File: src/rtl/regfile_pkg.sv
// Shared types and constants for the RegisterFile writeback path.
package regfile_pkg;

  localparam int REG_ADDR_W = 5;
  localparam int REG_WIDTH  = 64;
  localparam int ZERO_REG   = 31;
  localparam int NUM_REGS   = 32;

  typedef struct packed {
    logic [REG_ADDR_W-1:0] addr;
    logic [REG_WIDTH-1:0]  data;
  } wb_req_t;

  typedef enum logic {
    PREF_REQ0 = 1'b0,
    PREF_REQ1 = 1'b1
  } rr_pref_t;

endpackage

File: src/rtl/regfile_wb_fifo.sv
// Small circular FIFO of writeback requests; exposes every slot's valid/addr so the
// top level can build the Pending scoreboard without reading entries out.
module regfile_wb_fifo
  import regfile_pkg::*;
#(
  parameter int DEPTH = 2
) (
  input  logic                                 Clk,
  input  logic                                 Rst_n,
  input  logic                                 push,
  input  wb_req_t                              pushReq,
  input  logic                                 pop,
  output wb_req_t                              head,
  output logic                                 full,
  output logic                                 empty,
  output logic [DEPTH-1:0]                     entryValid,
  output logic [DEPTH-1:0][REG_ADDR_W-1:0]     entryAddr
);

  localparam int PTR_W = $clog2(DEPTH);
  localparam int CNT_W = PTR_W + 1;

  wb_req_t          mem [DEPTH];
  logic [PTR_W-1:0] wrPtr;
  logic [PTR_W-1:0] rdPtr;
  logic [CNT_W-1:0] count;
  logic [PTR_W-1:0] offset [DEPTH];
  logic             doPush;
  logic             doPop;

  assign full   = (count == CNT_W'(DEPTH));
  assign empty  = (count == '0);
  assign doPush = push && !full;
  assign doPop  = pop && !empty;
  assign head   = mem[rdPtr];

  always_ff @(posedge Clk or negedge Rst_n) begin
    if (!Rst_n) begin
      wrPtr <= '0;
      rdPtr <= '0;
      count <= '0;
    end else begin
      if (doPush) wrPtr <= wrPtr + PTR_W'(1);
      if (doPop)  rdPtr <= rdPtr + PTR_W'(1);
      case ({doPush, doPop})
        2'b10:   count <= count + CNT_W'(1);
        2'b01:   count <= count - CNT_W'(1);
        default: count <= count;
      endcase
    end
  end

  always_ff @(posedge Clk) begin
    if (doPush) mem[wrPtr] <= pushReq;
  end

  // A slot is live when its distance from the read pointer is below the fill count.
  always_comb begin
    for (int i = 0; i < DEPTH; i++) begin
      offset[i]     = PTR_W'(i) - rdPtr;
      entryValid[i] = {1'b0, offset[i]} < count;
      entryAddr[i]  = mem[i].addr;
    end
  end

endmodule

File: src/rtl/regfile_wb_arbiter.sv
// Round-robin arbiter sharing the RegisterFile write port between the ALU (req0)
// and load (req1) writeback streams, with a per-register Pending vector.
module regfile_wb_arbiter #(
  parameter int WIDTH    = 64,
  parameter int ADDR_W   = 5,
  parameter int DEPTH    = 2,
  parameter int ZERO_REG = 31
) (
  input  logic              Clk,
  input  logic              Rst_n,
  input  logic              Req0Valid,
  input  logic [ADDR_W-1:0] Req0Addr,
  input  logic [WIDTH-1:0]  Req0Data,
  output logic              Req0Ready,
  input  logic              Req1Valid,
  input  logic [ADDR_W-1:0] Req1Addr,
  input  logic [WIDTH-1:0]  Req1Data,
  output logic              Req1Ready,
  output logic [ADDR_W-1:0] RW,
  output logic [WIDTH-1:0]  BusW,
  output logic              RegWr,
  output logic [31:0]       Pending
);

  regfile_pkg::wb_req_t  head0, head1;
  regfile_pkg::rr_pref_t rrPref;
  logic full0, full1, empty0, empty1;
  logic push0, push1, grant0, grant1;
  logic [DEPTH-1:0]                             entryValid0, entryValid1;
  logic [DEPTH-1:0][regfile_pkg::REG_ADDR_W-1:0] entryAddr0, entryAddr1;

  assign Req0Ready = !full0;
  assign Req1Ready = !full1;

  // Zero-register writes are consumed here so they never occupy a slot.
  assign push0 = Req0Valid && Req0Ready && (Req0Addr != ADDR_W'(ZERO_REG));
  assign push1 = Req1Valid && Req1Ready && (Req1Addr != ADDR_W'(ZERO_REG));

  regfile_wb_fifo #(.DEPTH(DEPTH)) fifo0 (
    .Clk        (Clk),
    .Rst_n      (Rst_n),
    .push       (push0),
    .pushReq    ({Req0Addr, Req0Data}),
    .pop        (grant0),
    .head       (head0),
    .full       (full0),
    .empty      (empty0),
    .entryValid (entryValid0),
    .entryAddr  (entryAddr0)
  );

  regfile_wb_fifo #(.DEPTH(DEPTH)) fifo1 (
    .Clk        (Clk),
    .Rst_n      (Rst_n),
    .push       (push1),
    .pushReq    ({Req1Addr, Req1Data}),
    .pop        (grant1),
    .head       (head1),
    .full       (full1),
    .empty      (empty1),
    .entryValid (entryValid1),
    .entryAddr  (entryAddr1)
  );

  always_comb begin
    grant0 = 1'b0;
    grant1 = 1'b0;
    if (!empty0 && !empty1) begin
      if (rrPref == regfile_pkg::PREF_REQ1) grant1 = 1'b1;
      else                                  grant0 = 1'b1;
    end else if (!empty0) begin
      grant0 = 1'b1;
    end else if (!empty1) begin
      grant1 = 1'b1;
    end
  end

  // The loser of a grant gets priority next time; no grant leaves the pointer alone.
  always_ff @(posedge Clk or negedge Rst_n) begin
    if (!Rst_n) begin
      rrPref <= regfile_pkg::PREF_REQ0;
      RW     <= '0;
      BusW   <= '0;
      RegWr  <= 1'b0;
    end else begin
      RegWr <= grant0 || grant1;
      if (grant0) begin
        rrPref <= regfile_pkg::PREF_REQ1;
        RW     <= head0.addr;
        BusW   <= head0.data;
      end else if (grant1) begin
        rrPref <= regfile_pkg::PREF_REQ0;
        RW     <= head1.addr;
        BusW   <= head1.data;
      end
    end
  end

  always_comb begin
    Pending = '0;
    for (int i = 0; i < DEPTH; i++) begin
      if (entryValid0[i]) Pending[entryAddr0[i]] = 1'b1;
      if (entryValid1[i]) Pending[entryAddr1[i]] = 1'b1;
    end
    if (RegWr) Pending[RW] = 1'b1;
    Pending[ZERO_REG] = 1'b0;
  end

endmodule
File: config.mk
export PLATFORM = sky130hd
export DESIGN_NAME = regfile_wb_arbiter
export DESIGN_NICKNAME = d
export VERILOG_FILES = /design/src/rtl/regfile_pkg.sv /design/src/rtl/regfile_wb_fifo.sv /design/src/rtl/regfile_wb_arbiter.sv
export SDC_FILE = /design/constraint.sdc
export NUM_CORES = 1
export LEC_CHECK = 0
export BUFFER_PORTS_ARGS = -buffer_cell sky130_fd_sc_hd__buf_4
export CAP_MARGIN = 10
export CORE_MARGIN = 4
export CORE_UTILIZATION = 25
export CTS_BUF_LIST = sky130_fd_sc_hd__clkbuf_4 sky130_fd_sc_hd__clkbuf_8
export CTS_CLUSTER_SIZE = 40
export DETAILED_ROUTE_END_ITERATION = 12
export HOLD_SLACK_MARGIN = 0.06
export PLACE_DENSITY = 0.53
export SLEW_MARGIN = 25
export SYNTH_ARGS = -nofsm -noshare
export SYNTH_HDL_FRONTEND = slang
export SYNTH_SLANG_ARGS = --single-unit
File: constraint.sdc
create_clock -name Clk -period 12.89 [get_ports Clk]
set_clock_uncertainty 0.15 [all_clocks]
set_input_delay 0.6445 -clock Clk [delete_from_list [all_inputs] [get_ports Clk]]
set_output_delay 0.6445 -clock Clk [all_outputs]
set_load 0.03 [all_outputs]
==> metrics.yaml <==
routing:
  via_per_inst: 4.49
  drt-pass1-iter-count: 5
  drc: 0
  wl_per_cell_um: 19.5
  route.vias.total: 9955
  first_iter_violations: 411
  routed_wl_um: 43200
  antenna_left: 0
synthesis:
  syn_avg_cell_area_um2: 15.1
  syn_nets: 1141
  seq_area_frac_synth_pct: 68.0
  synth_edf_count: 276
  synth_fa_ha_area_share_pct: 0.166
  synth_cells: 997
  synth-simple-area-share_pct: 7.00
  synthXorXnorAreaFrac_pct: 0.580
  synth-main-ff-cell: "edfxtp_1"
  synthMuxAreaShare_pct: 14.3
  synth_cell_types: 57
  ys_ff_latch: 355
  synth-compound-area-share_pct: 7.26
  synthesis.area_um2: 15100
  synth_top_family_by_area: "multiplexers"
  ys_warn_count: 0
  async_flop_share_pct: 22.3
status:
  status: "complete, no violations"
final_layout:
  area_delta_synth_final_pct: 34.7
  nets: 1536
  final_area_um2: 20300
  fin_util_pct: 34.2
  drive_gt1_share_pct: 32.2
worst_setup_path:
  startpoint_type: "flop"
  critPathCaptureType: "output port"
  regToRegSetupSlack_ns: 9.65
  critical_path_required_ns: 12.10
  critPathMaxFanout: 29
  cp-startpoint: "fifo0.rdPtr"
  r2r-start: "fifo0.count[0]"
  critPathArrivalTime_ns: 2.96
  reg2regPathDepth: 4
  reg2reg_to: "fifo0.mem[1][11]"
  path_class: "reg -> out"
global_route:
  grt_pass1_vias: 10700
  grt_max_degree: 140
  gr-total-overflow: 0
  antenna_found_initial: 2
  grtUsageTotal_pct: 13.2
  grt_pass1_wl_um: 64800
clocking:
  cts_tree: "yes"
  clkTransAtPathRegs_ns: 0.07
  cts_sinks: 355
  cts-root-buf: "clkbuf_8"
  clock_latency_ns: 0.65
  htreeDepth: 2
  post_cts_buffers: 0
  cts_made_buffers: 59
  clockBufferDepth: 3
timing:
  tightestPinTransition_ns: 0.931
  fmax_mhz: 267
  setup_viol: 0
  period_minus_slack_ns: 3.75
  hold_viol_final: 0
  slew_headroom_pct: 37.9
  finalCritPeriodShare_pct: 29.1
  rsz0062_at_grt: "no"
  drv_slew: 0
  fin_tns_setup_ns: 0
power_and_ir_drop:
  swShare_pct: 37.8
  peakVddDrop_v: 0.000126
  p_leak_nw: 7.76
  p_sw_w: 0.00181
  p_int_w: 0.00298
  seqPwrFrac_pct: 39.0
  p_comb_share_pct: 39.3
  p_clk_share_pct: 21.7
  p_per_area_nw_per_um2: 235
floorplan:
  coreArea_um2: 59500
  die-area_um2: 64400
  fp.dieH_um: 254
  num_rows: 89
  dieWidth_um: 254
  pin_count: 246
  start_util_pct: 25.4
place:
  portBuffers: 244
  dpl_cell_area_um2: 17700
  gp_congestion: 0.855
  dp_hpwl_um: 27300
flow_run:
  cap_violations: 0
worst_hold_path:
  hp-start: "BusW[47]"
  hold_path_depth: 2
  min_path_type: "reg -> reg"
  min_to: "BusW[47]"
[cells in the final DEF (no fill, tap or decap), types with 5 or more instances in the layout]
| master | Yosys | routed |
|---|---|---|
| nand2_1 | 89 | 89 |
| o211ai_1 | 16 | 16 |
| nand4b_1 | 8 | 8 |
| o21ai_1 | 58 | 58 |
| dfrtp_1 | 79 | 77 |
| nand3b_1 | 9 | 9 |
| o21ai_2 | 16 | 16 |
| nand2b_1 | 8 | 8 |
| xnor2_1 | 7 | 7 |
| o22a_1 | 17 | 17 |
| dlygate4sd3_1 | 0 | 139 |
| clkbuf_4 | 1 | 28 |
| nor2b_1 | 6 | 6 |
| buf_4 | 4 | 255 |
| clkinv_1 | 0 | 6 |
| nor2_1 | 18 | 14 |
| mux2_2 | 67 | 67 |
| a22oi_1 | 24 | 24 |
| nor3_1 | 5 | 5 |
| nand4_1 | 10 | 10 |
| edfxtp_1 | 276 | 276 |
| nor3b_1 | 11 | 10 |
| mux2i_1 | 138 | 138 |
| nand3_1 | 16 | 16 |
| clkbuf_8 | 0 | 69 |
| inv_1 | 8 | 8 |
| and3b_1 | 5 | 5 |
[how the worst max path moves through the flow]
| stage | depth (start not counted) | endpoint |
|---|---|---|
| CTS | 5 | Pending[14] |
| detailed placement | 5 | fifo0.mem[1][58] |
| floorplan | 4 | fifo0.mem[0][0] |
| global placement | 5 | fifo0.mem[1][59] |
| finish | 5 | Pending[14] |
| global route | 5 | Pending[14] |
[through the flow]
step                      hold WS [ns]  power (W)  cells  worst slack (ns)
after floorplan                  0.199    0.00314    997              8.24
after global placement           0.317    0.00375   1965              9.46
after detailed placement         0.317    0.00378   1965              9.45
after CTS                        0.331    0.00488   2215              9.09
after global routing             0.359    0.00507   2216              8.96
final                            0.332    0.00479   2218              9.14
[routing by layer]
metal / up-vias / wire length, µm / global-route usage (%)
met3: 84 / 2590 / 3.11
met1: 4899 / 17900 / 16.1
met2: 347 / 21500 / 22.9
met5: - / 0 / 0
li1: 4625 / - / -
met4: 0 / 1140 / 4.33
[synthesized netlist by cell type, types with 2 or more instances]
cell / number / area share [%]
mux2_2: 67 / 5.0
a22oi_1: 24 / 1.2
o21ai_1: 58 / 1.9
inv_1: 8 / 0.20
buf_6: 12 / 0.89
ha_1: 2 / 0.17
clkbuf_2: 3 / 0.099
and3_1: 2 / 0.083
nor2_1: 18 / 0.45
a2bb2oi_1: 3 / 0.17
edfxtp_1: 276 / 55
and3b_1: 5 / 0.29
buf_2: 20 / 0.66
or3b_2: 3 / 0.17
nand2_1: 89 / 2.2
nor2b_1: 6 / 0.25
o21ai_4: 2 / 0.22
o21ai_0: 2 / 0.066
nand4_1: 10 / 0.41
nand3b_1: 9 / 0.45
nand2b_1: 8 / 0.33
clkbuf_1: 19 / 0.47
nand4b_1: 8 / 0.46
nor3b_2: 2 / 0.17
o211a_1: 2 / 0.13
o2111ai_1: 2 / 0.12
a221o_1: 3 / 0.20
nand3_1: 16 / 0.53
or3_1: 2 / 0.083
o221ai_1: 3 / 0.17
buf_4: 4 / 0.20
xnor2_1: 7 / 0.41
o21ai_2: 16 / 0.93
dfrtp_1: 79 / 13
mux2i_1: 138 / 9.1
xor2_1: 3 / 0.17
nor3_1: 5 / 0.17
o211ai_1: 16 / 0.80
o22a_1: 17 / 0.99
nor3b_1: 11 / 0.55
[layout make-up]
type	count	area (µm²)
diodes	3	7.51
clock buffers	97	1160
clock inverters	14	111
fillers	5882	39100
inverters	8	30.0
multi-input cells	573	4470
flip-flops and latches	355	10300
well taps	773	967
repair buffers	395	3330
[state kept, by name, summed over array words and instances, names as in the netlist]
| signal | count |
|---|---|
| BusW | 64 |
| RW | 5 |
| fifo0.wrPtr | 1 |
| fifo1.count | 2 |
| rrPref | 1 |
| fifo0.count | 2 |
| fifo1.rdPtr | 1 |
| fifo0.rdPtr | 1 |
| fifo1.mem | 138 |
| fifo1.wrPtr | 1 |
| fifo0.mem | 138 |
| RegWr | 1 |
[kinds of logic after synthesis]
| kind of cell | after synthesis |
|---|---|
| adders and majority gates | 2 |
| xor gates and xnor gates | 10 |
| DFF | 355 |
| buffers and inverters | 69 |
| and+or+nand+nor | 199 |
| muxes | 207 |
| AOI/OAI and AO/OA | 154 |
| other | 1 |
[timing repair]
item	in CTS	in global routing
resized for setup	0	0
endpoints found under the hold margin	313	0
endpoints found under the setup margin	0	0
hold buffers	139	0
[power groups by stage]
stage          Clock (W)  Sequential (W)  Combinational, W
5_1_grt          0.00113         0.00191           0.00203
6_report         0.00104         0.00187           0.00188
2_1_floorplan          0         0.00198           0.00116
4_1_cts          0.00108         0.00187           0.00192
3_3_place_gp           0         0.00188           0.00187
3_5_place_dp           0         0.00189           0.00189
[worst max-delay path: stages (launching register included)]
cell and delay [ns]:
dfrtp_4 0.84, nor2b_2 0.15, o21ai_1 0.74, o22a_1 0.27, o211ai_1 0.10, buf_4 0.19
Note: power is estimated with default switching activity, not from simulation.
